[src/rtl/cnt_match_seq_pkg.sv]
// Shared types and constants for the counter/compare sequencer.
package cnt_match_seq_pkg;

  // Width of one counter slice.
  localparam int unsigned NIBBLE = 4;

  // Sequencer states. The encodings are fixed so the state can be read directly off a bus.
  typedef enum logic [2:0] {
    S_IDLE  = 3'd0,
    S_ARM   = 3'd1,
    S_RUN   = 3'd2,
    S_MATCH = 3'd3,
    S_DONE  = 3'd4
  } state_t;

  // The counter is built from whole nibble slices, so the width has to split evenly.
  function automatic bit width_ok(input int unsigned w);
    return (w != 0) && ((w % NIBBLE) == 0);
  endfunction

endpackage

[src/rtl/nibble_cnt.sv]
// One 4-bit slice of the cascaded up-counter.
// The slice counts only when the chain carry reaches it. It passes the carry on
// when it is about to wrap from 0xF.
module nibble_cnt
  import cnt_match_seq_pkg::*;
(
  input  logic              CK,
  input  logic              RST,
  input  logic              CLR,
  input  logic              EN,
  input  logic              CI,
  output logic [NIBBLE-1:0] Q,
  output logic              CO
);

  // Slice register: reset and clear win over increment.
  always_ff @(posedge CK) begin
    if (RST || CLR) begin
      Q <= '0;
    end else if (EN && CI) begin
      Q <= Q + 4'd1;
    end
  end

  assign CO = CI & (Q == '1);

endmodule

[src/rtl/cnt_match_seq.sv]
// Sequencer for the nibble-cascaded counter/constant-compare datapath.
// It captures a compare value and a repeat count on START, then counts up from zero
// until the count equals the compare value. Each equality gives a one-cycle Z_PULSE.
// This repeats CFG_RPT+1 times, and DONE is then held until ACK.
module cnt_match_seq
  import cnt_match_seq_pkg::*;
#(
  parameter int unsigned WIDTH = 16,
  parameter int unsigned RPT_W = 4
) (
  input  logic             CK,
  input  logic             RST,
  input  logic             START,
  input  logic             STOP,
  input  logic             ACK,
  input  logic [WIDTH-1:0] CFG_VAL,
  input  logic [RPT_W-1:0] CFG_RPT,
  output logic [WIDTH-1:0] CNT,
  output logic             CNT_EN,
  output logic             Z_PULSE,
  output logic             BUSY,
  output logic             DONE,
  output logic [RPT_W-1:0] RPT_LEFT
);

  localparam bit          WIDTH_OK = width_ok(WIDTH);
  localparam int unsigned SLICES   = WIDTH / NIBBLE;

  if (!WIDTH_OK) begin : g_width_check
    $error("cnt_match_seq: WIDTH must be a non-zero multiple of 4");
  end

  state_t           state;
  state_t           state_nxt;
  logic [WIDTH-1:0] cmp_reg;
  logic             hit;
  logic             cnt_en;
  logic             clr;
  logic [SLICES:0]  carry;
  logic             carry_out_unused;

  assign hit = (CNT == cmp_reg);

  // Count enable and counter clear, decoded from the current state and the abort/match priority.
  always_comb begin
    cnt_en = 1'b0;
    clr    = 1'b0;
    case (state)
      S_IDLE:  clr    = START;
      S_RUN:   cnt_en = !STOP && !hit;
      S_MATCH: clr    = 1'b1;
      default: ;
    endcase
  end

  assign CNT_EN = cnt_en;

  // Next-state decode. In RUN the priority is STOP, then match, then count.
  always_comb begin
    state_nxt = state;
    case (state)
      S_IDLE:  if (START) state_nxt = S_ARM;
      S_ARM:   state_nxt = STOP ? S_IDLE : S_RUN;
      S_RUN: begin
        if (STOP)     state_nxt = S_IDLE;
        else if (hit) state_nxt = S_MATCH;
      end
      S_MATCH: begin
        if (STOP)                state_nxt = S_IDLE;
        else if (RPT_LEFT == '0) state_nxt = S_DONE;
        else                     state_nxt = S_RUN;
      end
      S_DONE:  if (ACK) state_nxt = S_IDLE;
      default: state_nxt = S_IDLE;
    endcase
  end

  // State, captured configuration and status outputs.
  // The status flags are registered from the next state, so each one lines up with the state it reports.
  always_ff @(posedge CK) begin
    if (RST) begin
      state    <= S_IDLE;
      cmp_reg  <= '0;
      RPT_LEFT <= '0;
      BUSY     <= 1'b0;
      DONE     <= 1'b0;
      Z_PULSE  <= 1'b0;
    end else begin
      state   <= state_nxt;
      BUSY    <= (state_nxt == S_ARM) || (state_nxt == S_RUN) || (state_nxt == S_MATCH);
      DONE    <= (state_nxt == S_DONE);
      Z_PULSE <= (state_nxt == S_MATCH);
      if (state == S_IDLE && START) begin
        cmp_reg  <= CFG_VAL;
        RPT_LEFT <= CFG_RPT;
      end else if (state == S_MATCH && !STOP && RPT_LEFT != '0) begin
        RPT_LEFT <= RPT_LEFT - RPT_W'(1);
      end
    end
  end

  // Ripple the carry through the slices. Slice 0 is fed directly by the count enable.
  assign carry[0] = cnt_en;

  for (genvar k = 0; k < SLICES; k++) begin : g_slice
    nibble_cnt u_nib (
      .CK  (CK),
      .RST (RST),
      .CLR (clr),
      .EN  (cnt_en),
      .CI  (carry[k]),
      .Q   (CNT[k*NIBBLE +: NIBBLE]),
      .CO  (carry[k+1])
    );
  end

  // The carry out of the top slice has no consumer: a run always matches before the counter wraps.
  assign carry_out_unused = carry[SLICES];

endmodule

[config.mk]
export PLATFORM = sky130hd
export DESIGN_NAME = cnt_match_seq
export DESIGN_NICKNAME = d
export VERILOG_FILES = /design/src/rtl/cnt_match_seq_pkg.sv /design/src/rtl/nibble_cnt.sv /design/src/rtl/cnt_match_seq.sv
export SDC_FILE = /design/constraint.sdc
export NUM_CORES = 1
export LEC_CHECK = 0
export CAP_MARGIN = 40
export CORE_MARGIN = 2
export CORE_UTILIZATION = 52
export DETAILED_ROUTE_END_ITERATION = 7
export PLACE_DENSITY = 0.84
export SLEW_MARGIN = 40
export SYNTH_ARGS = -nofsm -noshare
export SYNTH_HDL_FRONTEND = slang
export SYNTH_SLANG_ARGS = --single-unit
export TNS_END_PERCENT = 100
[constraint.sdc]
create_clock -name CK -period 4 [get_ports CK]
set_clock_uncertainty 0.05 [all_clocks]
set_input_delay 0.8 -clock CK [delete_from_list [all_inputs] [get_ports CK]]
set_output_delay 0.8 -clock CK [all_outputs]
set_load 0.005 [all_outputs]
# Word level (Yosys, flattened, before mapping)

Cells that the tools add are included.

Bitwise gates (word level): 3
Multiplexer cells: 12
Eq/ne operators: 12
Add/subtract/negate cells: 5
Reduce and logical (&&, ||, !) cells: 16

Operator list:

| operator                                                           | number |
|---|---|
| 3-bit two-way mux                                                  | 6 |
| 4-bit by 1-bit adder with 4-bit output, second input constant      | 4 |
| 16-bit == test                                                     | 1 |
| 3-bit one-hot mux with 5 select lines                              | 1 |
| 3-bit by 2-bit == test with 1-bit output, second input constant    | 4 |
| 4-bit == test, second input constant                               | 3 |
| 4-bit two-way mux                                                  | 2 |
| 1-bit logical AND                                                  | 7 |
| 3-bit by 1-bit == test with 1-bit output, second input constant    | 2 |
| 3-bit == test, second input constant                               | 2 |
| 4-bit logical NOT                                                  | 1 |
| 4-bit nonzero test                                                 | 1 |
| 4-bit by 1-bit subtractor with 4-bit output, second input constant | 1 |
| 1-bit AND                                                          | 3 |
| 3-bit logical NOT                                                  | 1 |
| 1-bit logical OR                                                   | 3 |
| 1-bit logical NOT                                                  | 2 |
| 2-bit two-way mux                                                  | 1 |
| 1-bit one-hot mux with 2 select lines                              | 1 |
| 2-bit nonzero test                                                 | 1 |
| 1-bit two-way mux                                                  | 1 |

Output and inout bits: 24
Input bits: 25
Register bits after elaboration: 42
Logic and storage cells: 58

# Logic depth before layout (Yosys ltp)

Word-level depth: 8
Mapped depth: 7
Mapped depth without buffers: 7

# Cells and area by module

Synthesis repeated with hierarchy kept, for this count alone.

Cells, all modules: 216
Area, all modules: 1950.6 um2

By module, submodules not included:

| module        | area an instance (um2) | seq. area each (um2) | cells an instance | times used |
|---|---|---|---|---|
| cnt_match_seq | 1214.9                 | 520.5                | 144               | 1 |
| nibble_cnt    | 183.9                  | 80.1                 | 18                | 4 |

# Worst setup path before layout

OpenSTA, ideal clock, no wires.

Path type: input to output
From: input port STOP
To: output port CNT_EN
Arrival time: 1.620 ns
Required time: 3.150 ns
Path slack: 1.530 ns
Path buffers: 1
Stages on the path: 3
Path through: or4b_4 > buf_6 > nor2_1

Cells in the longest elaborated chain, start to end: 3

Ends and longest elaborated chain:

| element            | line                | text |
|---|---|---|
| start: declaration | cnt_match_seq.sv:14 | `input logic STOP,` |
| 1-bit logical NOT  | cnt_match_seq.sv:50 | `S_RUN: cnt_en = !STOP && !hit;` |
| 1-bit logical AND  | cnt_match_seq.sv:50 |  |
| 1-bit two-way mux  | cnt_match_seq.sv:48 | `case (state)` |
| end: declaration   | cnt_match_seq.sv:19 | `output logic CNT_EN,` |

Every way passes these cells.

# Worst setup path in the final report

Ends and elaborated chain as after synthesis.

==> flow_summary.toml <==
[critical_path]
cp_slowest_cell = "or4b_4"
regToRegSetupSlack_ns = 1.88
timing.critical_path.cells = "clkdlybuf4s50_1, or4b_4, nor2_1, clkdlybuf4s50_1"
crit-reg2reg-launch = "state[2]"
crit_arrival_ns = 2.61
critPathMaxStageDelay_ns = 0.61
reg2reg_to = "g_slice[3].u_nib.Q[3]"
worst_path_most_repeated_cell = "clkdlybuf4s50_1"
critPathLaunchType = "input pin"
timing.critical_path.to_type = "output port"
worst-r2r-cell-count = 5
timing_worst_setup_path_type = "in2out"
cp.buffers_inverters = 2
timing.critical_path.fanout_max = 9
critical_path_required_time_ns = 3.15
timing.critical_path.max_delay_family = "buffers and inverters"

[global_route]
grt_remaining_overflow = 0
grt_antenna_before_repair = 0
first_global_vias = 1563
pin_count_of_the_biggest_net_entering_global_routing = 33
groute.usage.overall_pct = 21.9
grt_first_pass_wirelength_microns = 7220

[sta]
max_freq_mhz = 289
finalHoldViolations = 0
layout_worst_path_cycle_share_pct = 86.4
finalCriticalPeriod_ns = 3.46
worstMarginPinSlew_ns = 0.436
setup_viol = 0
maxSlewViolCount = 0
grt_setup_unrepaired = "false"
worst_slew_margin_rel_pct = 70.9
fin_worst_hold_slack_ns = 0.422
fin_setup_tns_ns = 0

[logic_synthesis]
syn_avg_cell_area_sq_um = 8.16
post-synth-top-area-fraction_pct = 42.6
mappedNetlistArea_sq_um = 1980
netlist.top_cell.by_area = "dfxtp_1"
ys_ff_latch = 42
yosys.cell_types.count = 35
postSynthCellCount = 242
yosysSeqAreaShare_pct = 42.6
synth_top_cells_by_area = "dfxtp_1 43%, nand2_1 8.7%, a21oi_1 8.4%"
ys.warnings.count = 0
mappedNetlistNets = 272

[hold_path]
min_path_type = "reg2reg"
min_to = "cmp_reg[8]"
cell_depth_of_the_worst_hold_path = 2
hold_start = "cmp_reg[8]"

[cts]
clock_latency_ns = 0.30
cts.root.buffer_cell = "clkbuf_8"
cts-root-to-sink-buffers = 2
cts_hold_buffers = 0
tritoncts_num_sinks = 42
cts_resized = 0
tritoncts = "yes"
ctsHtreeMaxLevel = 2
tritoncts.num_buffers = 5
cts_setup_buffers = 0
worst_setup_hold_path_clk_slew_ns = 0.07

[drt]
detailedRoute.firstIterationViolations = 157
route.vias.total = 1810
post_drt_via_cell_ratio = 5.37
post-route-drc-count = 0
wire_per_inst_microns = 12.7
routed_wl_microns = 4260
detail_route.first_pass.iterations = 4
antenna_left = 0

[die]
total_die_area_sq_um = 4310
row_count = 22
io-pin-count = 49
dieHeight_microns = 65.6
die-width_microns = 65.6
core_sq_um = 3660
floorplan.initialDensity_pct = 54.0

[power_and_ir_drop]
p_per_area_nw_per_um2 = 324
total_leakage_power_uw = 0.000880
vdd_ir_drop_max_uv = 314

[layout]
n_fill_cell = 312
area_growth_syn_to_layout_pct = 30.8
antenna_cells = 0
post_route_cells_drive_above_1_share_pct = 6.23
mostFrequentLayoutCells = "48 x clkdlybuf4s50_1, 46 x nand2_1, 42 x dfxtp_1"
instances_no_fill = 337
final_nets = 318
final_common_cell = "clkdlybuf4s50_1"

[job]
number_of_maximum_capacitance_constraint_violations = 0

[placement]
dp_hpwl_microns = 3130
port_buffers = 48
gp_congestion = 0.890
dp.cells = 329

[status]
outcome = "completed"
-- through the flow --
step	instance area [sq um]	setup WS [ns]	power, uW	util [%]
2_1_floorplan	1980	1.53	518	-
3_3_place_gp	2490	0.560	565	68.1
3_5_place_dp	2490	0.538	569	68.1
4_1_cts	2580	0.539	840	70.6
5_1_grt	2580	0.489	875	70.6
6_report	2580	0.543	836	70.6
-- logic make-up (layout without fill, tap and decap cells) --
family	count (synthesis)	in the layout	share of synthesized area, %
adders and majority gates	5	5	3.17
xor gates and xnor gates	19	19	8.42
buffers and inverters	17	64	3.99
DFF	42	42	42.6
AOI/OAI and AO/OA	55	55	15.3
muxes	1	1	0.507
and+or+nand+nor	103	103	26.0
-- power breakdown --
part	leakage, uW	internal (uW)	switching, uW
clock network	0.0000482	139	138
logic	0.000489	57.9	55.1
registers	0.000342	434	12.7
total	0.000880	631	206
-- layer usage --
| layer | GRT usage (%) | up-vias | part of all wire, % | wire (microns) |
|---|---|---|---|---|
| li1 | - | 935 | - | - |
| met1 | 29.2 | 822 | 49 | 2070 |
| met2 | 33.3 | 45 | 46 | 1960 |
| met3 | 6.16 | 8 | 3.5 | 149 |
| met4 | 8.59 | 0 | 2.0 | 87 |
| met5 | 0 | - | 0 | 0 |
-- final cells by class --
type                            instances  area, sq um  area share [%]
Sequential cell                        42          841            32.5
Inverter                                3         11.3           0.436
Tap cell                               48         60.1            2.32
Timing Repair Buffer                   53          518            20.0
Clock buffer                            7         86.3            3.34
Clock inverter                          1         5.00           0.194
Multi-Input combinational cell        183         1060            41.1
-- worst reg2reg max path: cells and delay by family, from the launching register on --
family	cells	cell delay, ns
DFF	1	0.39
and+or+nand+nor	4	1.48
AOI/OAI and AO/OA	1	0.13
-- cells in the mapped netlist --
master	instances
nand2_1	46
dfxtp_1	42
a21oi_1	33
xnor2_1	17
nor2_1	14
o21ai_0	12
clkbuf_1	11
or3_1	10
nand3_1	8
ha_1	5
nand4_1	5
nor3_1	4
a211oi_1	3
inv_1	3
o31ai_1	3
buf_6	2
nor4_1	2
o211ai_1	2
or2_2	2
or4_1	2
xor2_1	2
a21oi_2	1
a32oi_1	1
and3_1	1
buf_1	1
mux2i_1	1
nand2b_1	1
nand3b_1	1
nand4b_1	1
nor3b_1	1
nor4_4	1
nor4b_1	1
or2_1	1
or3b_1	1
or4b_4	1
-- worst max-delay path by stage --
stage	from	end	slack, ns	cells after the start
finish	STOP	CNT_EN	0.54	4
global route	STOP	CNT_EN	0.49	4
CTS	STOP	CNT_EN	0.54	4
detailed placement	STOP	CNT_EN	0.54	4
global placement	STOP	CNT_EN	0.56	4
floorplan	STOP	CNT_EN	1.53	3
(Power assumes the default switching activity.)
